### src/rtl/mem_tcp_send.sv
// mem_tcp_send: streams per-session memory regions to a TCP stack as segments.
// Optional MEM_TCP_SEND_STAT_EN builds the segment/beat counters on status_reg.
module mem_tcp_send #(
  parameter int SESSION_SIZE    = 32*1024*1024,
  parameter int MAX_SESSION_NUM = 16,
  parameter int MAX_PKG_LEN     = 1024,
  parameter int RETRY_WAIT      = 1000
) (
  input  logic                clk,
  input  logic                rstn,
  input  logic                s_axis_send_req_valid,
  output logic                s_axis_send_req_ready,
  input  logic [31:0]         s_axis_send_req_data,
  output logic                m_axis_ddr_read_cmd_valid,
  input  logic                m_axis_ddr_read_cmd_ready,
  output logic [63:0]         m_axis_ddr_read_cmd_address,
  output logic [31:0]         m_axis_ddr_read_cmd_length,
  input  logic                s_axis_ddr_read_data_valid,
  output logic                s_axis_ddr_read_data_ready,
  input  logic [511:0]        s_axis_ddr_read_data_data,
  input  logic [63:0]         s_axis_ddr_read_data_keep,
  input  logic                s_axis_ddr_read_data_last,
  output logic                m_axis_tx_metadata_valid,
  input  logic                m_axis_tx_metadata_ready,
  output logic [31:0]         m_axis_tx_metadata_data,
  input  logic                s_axis_tx_status_valid,
  output logic                s_axis_tx_status_ready,
  input  logic [63:0]         s_axis_tx_status_data,
  output logic                m_axis_tx_data_valid,
  input  logic                m_axis_tx_data_ready,
  output logic [511:0]        m_axis_tx_data_data,
  output logic [63:0]         m_axis_tx_data_keep,
  output logic                m_axis_tx_data_last,
  output logic [1:0][31:0]    status_reg
);

  localparam int IW = (MAX_SESSION_NUM > 1) ? $clog2(MAX_SESSION_NUM) : 1;
  localparam logic [15:0] PKG  = 16'(MAX_PKG_LEN);
  localparam logic [32:0] SS33 = 33'(SESSION_SIZE);

  localparam logic [2:0] S_IDLE        = 3'd0;
  localparam logic [2:0] S_FETCH       = 3'd1;
  localparam logic [2:0] S_TX_META     = 3'd2;
  localparam logic [2:0] S_WAIT_STATUS = 3'd3;
  localparam logic [2:0] S_RETRY       = 3'd4;
  localparam logic [2:0] S_READ_CMD    = 3'd5;
  localparam logic [2:0] S_TX_DATA     = 3'd6;
  localparam logic [2:0] S_NEXT        = 3'd7;

  logic [31:0]  fifo_mem [16];
  logic [3:0]   wptr, rptr;
  logic [4:0]   count;
  logic         run;
  logic         push, pop;

  logic [2:0]   state;
  logic [31:0]  req_q;
  logic [15:0]  remaining, sess, seg_len;
  logic [31:0]  retry_cnt;
  logic [10:0]  in_cnt, out_cnt, beats;
  logic         slice_valid;
  logic [511:0] slice_data;
  logic [31:0]  rd_ptr [MAX_SESSION_NUM];

  logic [IW-1:0] idx;
  logic [31:0]   ptr_cur, ptr_next;
  logic [32:0]   ptr_sum, ptr_wrap;
  logic          status_fire, status_ok;
  logic          in_fire, out_fire;
  logic [5:0]    tail;

  // ready is held low for the first cycle out of reset
  assign s_axis_send_req_ready = run && (count < 5'd14);
  assign push = s_axis_send_req_valid && s_axis_send_req_ready;
  assign pop  = (state == S_IDLE) && (count != 5'd0);

  always_ff @(posedge clk) begin
    if (push) fifo_mem[wptr] <= s_axis_send_req_data;
  end

  always_ff @(posedge clk) begin
    if (!rstn) begin
      wptr  <= '0;
      rptr  <= '0;
      count <= '0;
      run   <= 1'b0;
    end else begin
      run   <= 1'b1;
      if (push) wptr <= wptr + 4'd1;
      if (pop) rptr <= rptr + 4'd1;
      count <= count + 5'(push) - 5'(pop);
    end
  end

  assign seg_len = (remaining > PKG) ? PKG : remaining;
  assign beats   = {1'b0, seg_len[15:6]} + 11'(|seg_len[5:0]);
  assign tail    = seg_len[5:0];

  assign idx      = sess[IW-1:0];
  assign ptr_cur  = rd_ptr[idx];
  assign ptr_sum  = {1'b0, ptr_cur} + {17'b0, seg_len};
  assign ptr_wrap = ptr_sum - SS33;
  assign ptr_next = (ptr_sum >= SS33) ? ptr_wrap[31:0] : ptr_sum[31:0];

  assign m_axis_tx_metadata_valid = (state == S_TX_META);
  assign m_axis_tx_metadata_data  = {seg_len, sess};

  assign s_axis_tx_status_ready = (state == S_WAIT_STATUS);
  assign status_fire = s_axis_tx_status_ready && s_axis_tx_status_valid;
  // a status for another session is as good as a refusal
  assign status_ok   = (s_axis_tx_status_data[63:62] == 2'b00) &&
                       (s_axis_tx_status_data[15:0] == sess);

  assign m_axis_ddr_read_cmd_valid   = (state == S_READ_CMD);
  assign m_axis_ddr_read_cmd_address = 64'(SESSION_SIZE) * 64'(idx) +
                                       {32'b0, ptr_cur};
  assign m_axis_ddr_read_cmd_length  = {16'b0, seg_len};

  assign s_axis_ddr_read_data_ready = (state == S_TX_DATA) &&
                                      (in_cnt != beats) &&
                                      (!slice_valid || m_axis_tx_data_ready);
  assign in_fire  = s_axis_ddr_read_data_ready && s_axis_ddr_read_data_valid;

  assign m_axis_tx_data_valid = slice_valid && (state == S_TX_DATA);
  assign m_axis_tx_data_data  = slice_data;
  assign m_axis_tx_data_last  = (out_cnt == beats - 11'd1);
  assign m_axis_tx_data_keep  = (m_axis_tx_data_last && tail != 6'd0) ?
                                ~({64{1'b1}} << tail) : {64{1'b1}};
  assign out_fire = m_axis_tx_data_valid && m_axis_tx_data_ready;

  always_ff @(posedge clk) begin
    if (in_fire) slice_data <= s_axis_ddr_read_data_data;
  end

  always_ff @(posedge clk) begin
    if (!rstn) begin
      state       <= S_IDLE;
      req_q       <= '0;
      remaining   <= '0;
      sess        <= '0;
      retry_cnt   <= '0;
      in_cnt      <= '0;
      out_cnt     <= '0;
      slice_valid <= 1'b0;
      for (int i = 0; i < MAX_SESSION_NUM; i++) rd_ptr[i] <= '0;
    end else begin
      unique case (state)
        S_IDLE: begin
          if (pop) begin
            req_q <= fifo_mem[rptr];
            state <= S_FETCH;
          end
        end
        S_FETCH: begin
          remaining <= req_q[31:16];
          sess      <= req_q[15:0];
          state     <= (req_q[31:16] == 16'd0) ? S_IDLE : S_TX_META;
        end
        S_TX_META: begin
          if (m_axis_tx_metadata_ready) state <= S_WAIT_STATUS;
        end
        S_WAIT_STATUS: begin
          if (status_fire) begin
            retry_cnt <= '0;
            state     <= status_ok ? S_READ_CMD : S_RETRY;
          end
        end
        S_RETRY: begin
          retry_cnt <= retry_cnt + 32'd1;
          if (retry_cnt + 32'd1 >= 32'(RETRY_WAIT)) state <= S_TX_META;
        end
        S_READ_CMD: begin
          if (m_axis_ddr_read_cmd_ready) begin
            rd_ptr[idx] <= ptr_next;
            in_cnt      <= '0;
            out_cnt     <= '0;
            state       <= S_TX_DATA;
          end
        end
        S_TX_DATA: begin
          if (in_fire) slice_valid <= 1'b1;
          else if (out_fire) slice_valid <= 1'b0;
          in_cnt  <= in_cnt + 11'(in_fire);
          out_cnt <= out_cnt + 11'(out_fire);
          if (out_fire && m_axis_tx_data_last) begin
            slice_valid <= 1'b0;
            remaining   <= remaining - seg_len;
            state       <= S_NEXT;
          end
        end
        S_NEXT: state <= (remaining != 16'd0) ? S_TX_META : S_IDLE;
        default: state <= S_IDLE;
      endcase
    end
  end

`ifdef MEM_TCP_SEND_STAT_EN
  logic [31:0] seg_cnt, beat_cnt;

  always_ff @(posedge clk) begin
    if (!rstn) begin
      seg_cnt  <= '0;
      beat_cnt <= '0;
    end else begin
      if (status_fire && status_ok) seg_cnt <= seg_cnt + 32'd1;
      if (out_fire) beat_cnt <= beat_cnt + 32'd1;
    end
  end

  assign status_reg[0] = seg_cnt;
  assign status_reg[1] = beat_cnt;
`else
  assign status_reg = '0;
`endif

  logic unused_ok;
  assign unused_ok = ^{s_axis_tx_status_data[61:16],
                       s_axis_ddr_read_data_keep,
                       s_axis_ddr_read_data_last,
                       ptr_wrap[32]};

endmodule
### config.mk
export PLATFORM = sky130hd
export DESIGN_NAME = mem_tcp_send
export DESIGN_NICKNAME = d
export VERILOG_FILES = /design/src/rtl/mem_tcp_send.sv
export SDC_FILE = /design/constraint.sdc
export NUM_CORES = 2
export LEC_CHECK = 0
export CELL_PAD_IN_SITES_DETAIL_PLACEMENT = 1
export CELL_PAD_IN_SITES_GLOBAL_PLACEMENT = 2
export CORE_AREA = 3 3 568 570
export DETAILED_ROUTE_END_ITERATION = 10
export DIE_AREA = 0 0 571 573
export GPL_TIMING_DRIVEN = 0
export PLACE_DENSITY = 0.52
export SYNTH_ARGS = -nofsm -noshare
export SYNTH_HDL_FRONTEND = slang
export SYNTH_SLANG_ARGS = --single-unit
### constraint.sdc
create_clock -name clk -period 20.6 [get_ports clk]
set_clock_uncertainty 0.05 [all_clocks]
set_input_delay 4.12 -clock clk [delete_from_list [all_inputs] [get_ports clk]]
set_output_delay 4.12 -clock clk [all_outputs]
set_load 0.005 [all_outputs]
==> impl_results.md <==
* Status: finished, violations left
* Failing checks: max-capacitance violations, max-slew violations
* Max-Cap Viols at 3
* Crit path depth at 20
* Number of register bits inferred by synthesis at 1,676
* Port buffer count at 1,222
* Chip Width at 571 µm
* Mapped cell area at 0.0672 mm²
* P&R area growth vs syn at 38.8%
* Clk slew on worst S/H paths at 0.06 ns
* Sequential share of power at 39.4%
* Worst slack, placed at 7.98 ns
* Lkg Pwr at 30.7 nW
* # Post-CTS Setup Buffers at 0
* Final Max Slew Viols at 2
* Register area share after synthesis at 72.8%
* Synth Warn # at 0
* Hold-fix buffers, CTS at 0
* RSZ-0062 raised after global routing: no
* Chip Height at 573 µm
* R2r setup slk at 10.64 ns
* Cells along the critical path: clkbuf_1 > or4_1 > o31ai_4 > nand2_1 > clkbuf_1 > a21oi_1 > ha_1 > ha_1 > nor2_1 > o21ai_0 > a2111oi_1 > mux2i_1 > a2111oi_2 > nand4b_1 > a211oi_1 > clkbuf_2 > nand2_1 > nor3_1 > nand2_1 > clkdlybuf4s50_1
* End of the critical path: m_axis_tx_data_keep[5]
* Die Area at 0.327 mm²
* Total gr overflow at 0
* Number of buffer and inverter stages on the critical path at 4
* Slew headroom at -7.83%
* Final WS setup at 7.52 ns
* Area of the multi-input gates at 0.0166 mm²
* Avg Cell Area, Syn at 16.3 µm²
* Fill cell count at 33,500
* Min Tclk post-route at 13.08 ns
* CP top delay family: simple AND/OR/NAND/NOR gates
* Final Routed Wirelength at 331,000 µm
* Post-detail-place hpwl at 262,000 µm
* Post-route cell area at 0.0932 mm²
* Pin count of the biggest net entering global routing at 67
* Worst skew pair latency at 0.92 ns
* Layout cells sized above 1 at 15.7%
* Max frequency at 0.0765 GHz
* Starting DRT DRC Count at 3,917
* CP max FO at 10
* Post-route ant nets at 0
* CTS Root Buffer Type: clkbuf_16
* Design Power at 9.87 mW
* Reg-to-Reg End: rd_ptr[7][31]
* Pwr per Cell Area at 106 mW/mm²
* Worst-case clock buffer depth at 4
* HP Class: reg2reg
* Crit. End Element: output pin
* CP max stage cell: nor3_1
* Library cells used by synthesis at 83
* Final setup fails at 0
* Sw Pwr at 3.00 mW
* Post-synth EDFFs at 1,536
* Num CTS Buffers at 205
* Vias in the first global route at 45,000
* Worst Path Required at 16.43 ns
* Final net count at 6,463
* Site Rows at 207
* Worst Setup SP: remaining[3]
* Hold slack final at 0.403 ns
* Drt drc at 0
* Initial Util at 21.1%
* Largest stage delay on the critical path at 0.79 ns
* CP arrival at 8.91 ns
* Ys async rst share at 0%
* Setup CP Type: reg2out
* CTS tree: yes
* GRT Resource Usage Total at 19.8%
* Initial antenna violation count at 155
* Clock network power share at 38.3%
* Final hold violations at 0
* Register area at 0.0489 mm²
* Top-Level Pins at 1,456
* Vias per inst at 4.32
* Measured slew at the worst slew-check pin at 1.60 ns
* Drt wl/cell at 32.8 µm
* Sw Share at 30.4%
* Vias at 43,700
* Max VDD drop at 0.0000809 V
* Top_reg_cell synth: edfxtp_1
* Final GP Congestion at 0.941
* Final setup TNS at 0 ns
* DP Area at 0.0862 mm²
* CTS Sinks at 1,676
* Cell-internal power at 6.87 mW
* Cell count after synthesis at 4,131
* Final period utilization at 63.5%
* Drt first pass iters at 5
* Core Box Area at 0.318 mm²
* H-tree depth at 4
* Post-CTS sizing at 0
* First-pass GRT wire length at 435,000 µm
* Crit-path most repeated cell: nand2_1
* Register-to-Register Path Depth at 22
* Crit start category: flip-flop
* Combinational share of power at 22.3%
[cell usage after synthesis, drive strengths merged, types with 4 or more instances]
cell / n / area, µm²
inv: 44 / 165
buf: 191 / 1320
nor2: 636 / 2450
nand4: 25 / 156
nand3: 70 / 355
o21ai: 90 / 462
mux2i: 11 / 135
or2: 16 / 100
nor4: 20 / 140
dfxtp: 140 / 2800
a22oi: 28 / 210
mux4: 310 / 6980
o31ai: 10 / 88.8
a2111oi: 5 / 70.1
and3: 25 / 156
nor3: 36 / 180
a21o: 6 / 45.0
o21bai: 4 / 30.0
o21a: 15 / 113
clkbuf: 191 / 718
a31oi: 10 / 62.6
a32o: 5 / 50.1
ha: 44 / 551
nand2: 278 / 1040
a311oi: 7 / 61.3
or4: 7 / 52.6
a31o: 4 / 35.0
nand2b: 13 / 81.3
and2: 33 / 206
xor2: 39 / 342
nor3b: 6 / 56.3
edfxtp: 1536 / 46100
a21oi: 137 / 689
nor2b: 17 / 106
xnor2: 42 / 368
o211ai: 5 / 42.5
or3: 15 / 93.8
a211oi: 13 / 103
[worst min path at each step]
stage,start,endpoint,slack [ns],depth (start not counted)
6_report,req_q[7],sess[7],0.40,2
4_1_cts,req_q[7],sess[7],0.40,2
2_1_floorplan,req_q[10],sess[10],0.38,2
3_3_place_gp,req_q[12],sess[12],0.40,2
3_5_place_dp,req_q[12],sess[12],0.39,2
5_1_grt,req_q[12],sess[12],0.42,2
[stage by stage]
stage	util (%)	std cells
2_1_floorplan	-	4257
3_3_place_gp	26.8	9659
3_5_place_dp	27.1	9708
4_1_cts	29.3	10100
5_1_grt	29.3	10100
6_report	29.3	10100
[worst min-delay path: stages (launching register included)]
cell and delay (ns):
dfxtp_1 0.31, nand2_1 0.05, a21oi_1 0.05
[sequential cells by signal, indices dropped and copies added, names as in the netlist, named ones only]
name / cells
wptr: 4
state: 3
retry_cnt: 32
m_axis_tx_data_data: 512
in_cnt: 11
req_q: 32
sess: 16
remaining: 16
run: 1
slice_valid: 1
rd_ptr: 512
fifo_mem: 512
rptr: 4
out_cnt: 11
count: 5
[layout make-up]
type / instances / area share [%]
timing repair buffer: 1271 / 14.2
buffer: 382 / 2.18
antenna: 26 / 0.0698
clock inverter: 117 / 1.54
multi-input combinational: 2154 / 17.8
tap: 4180 / 5.61
clock buffer: 259 / 5.90
inverter: 45 / 0.181
sequential: 1676 / 52.5
[power groups by stage]
| stage | Combinational [mW] | Clock (mW) | Sequential, mW |
|---|---|---|---|
| 2_1_floorplan | 1.23 | 0 | 3.92 |
| 4_1_cts | 2.25 | 3.89 | 3.89 |
| 3_3_place_gp | 2.20 | 0 | 3.97 |
| 6_report | 2.20 | 3.78 | 3.89 |
| 5_1_grt | 2.38 | 4.02 | 3.90 |
| 3_5_place_dp | 2.24 | 0 | 3.96 |
[routing by layer]
layer | GRT usage (%) | wire (µm) | vias to the layer above
met5 | 0 | 222 | -
met4 | 3.21 | 6710 | 34
met3 | 5.64 | 27000 | 416
met2 | 34.2 | 165000 | 1558
met1 | 24.7 | 133000 | 23000
li1 | - | - | 18700
[cells by family after synthesis]
kind of cell | count (synthesis) | synth area share, %
mux | 324 | 10.6
other cells | 2 | 0.0112
buf+inv | 427 | 3.28
fa+ha+maj | 47 | 0.909
flops | 1676 | 72.8
xor+xnor | 81 | 1.06
simple gates | 1208 | 7.85
compound gates | 366 | 3.43
[placed cells by master, fill, tap and decap left out, types with 136 or more instances in the layout]
cell	synthesis	layout
edfxtp_1	1536	1536
clkdlybuf4s50_1	0	1222
nor2_1	616	616
mux4_2	310	310
nand2_1	278	262
clkbuf_1	190	229
clkbuf_16	0	207
buf_4	135	141
dfxtp_1	140	140
a21oi_1	136	136
Note: power is estimated with default switching activity, not from simulation.
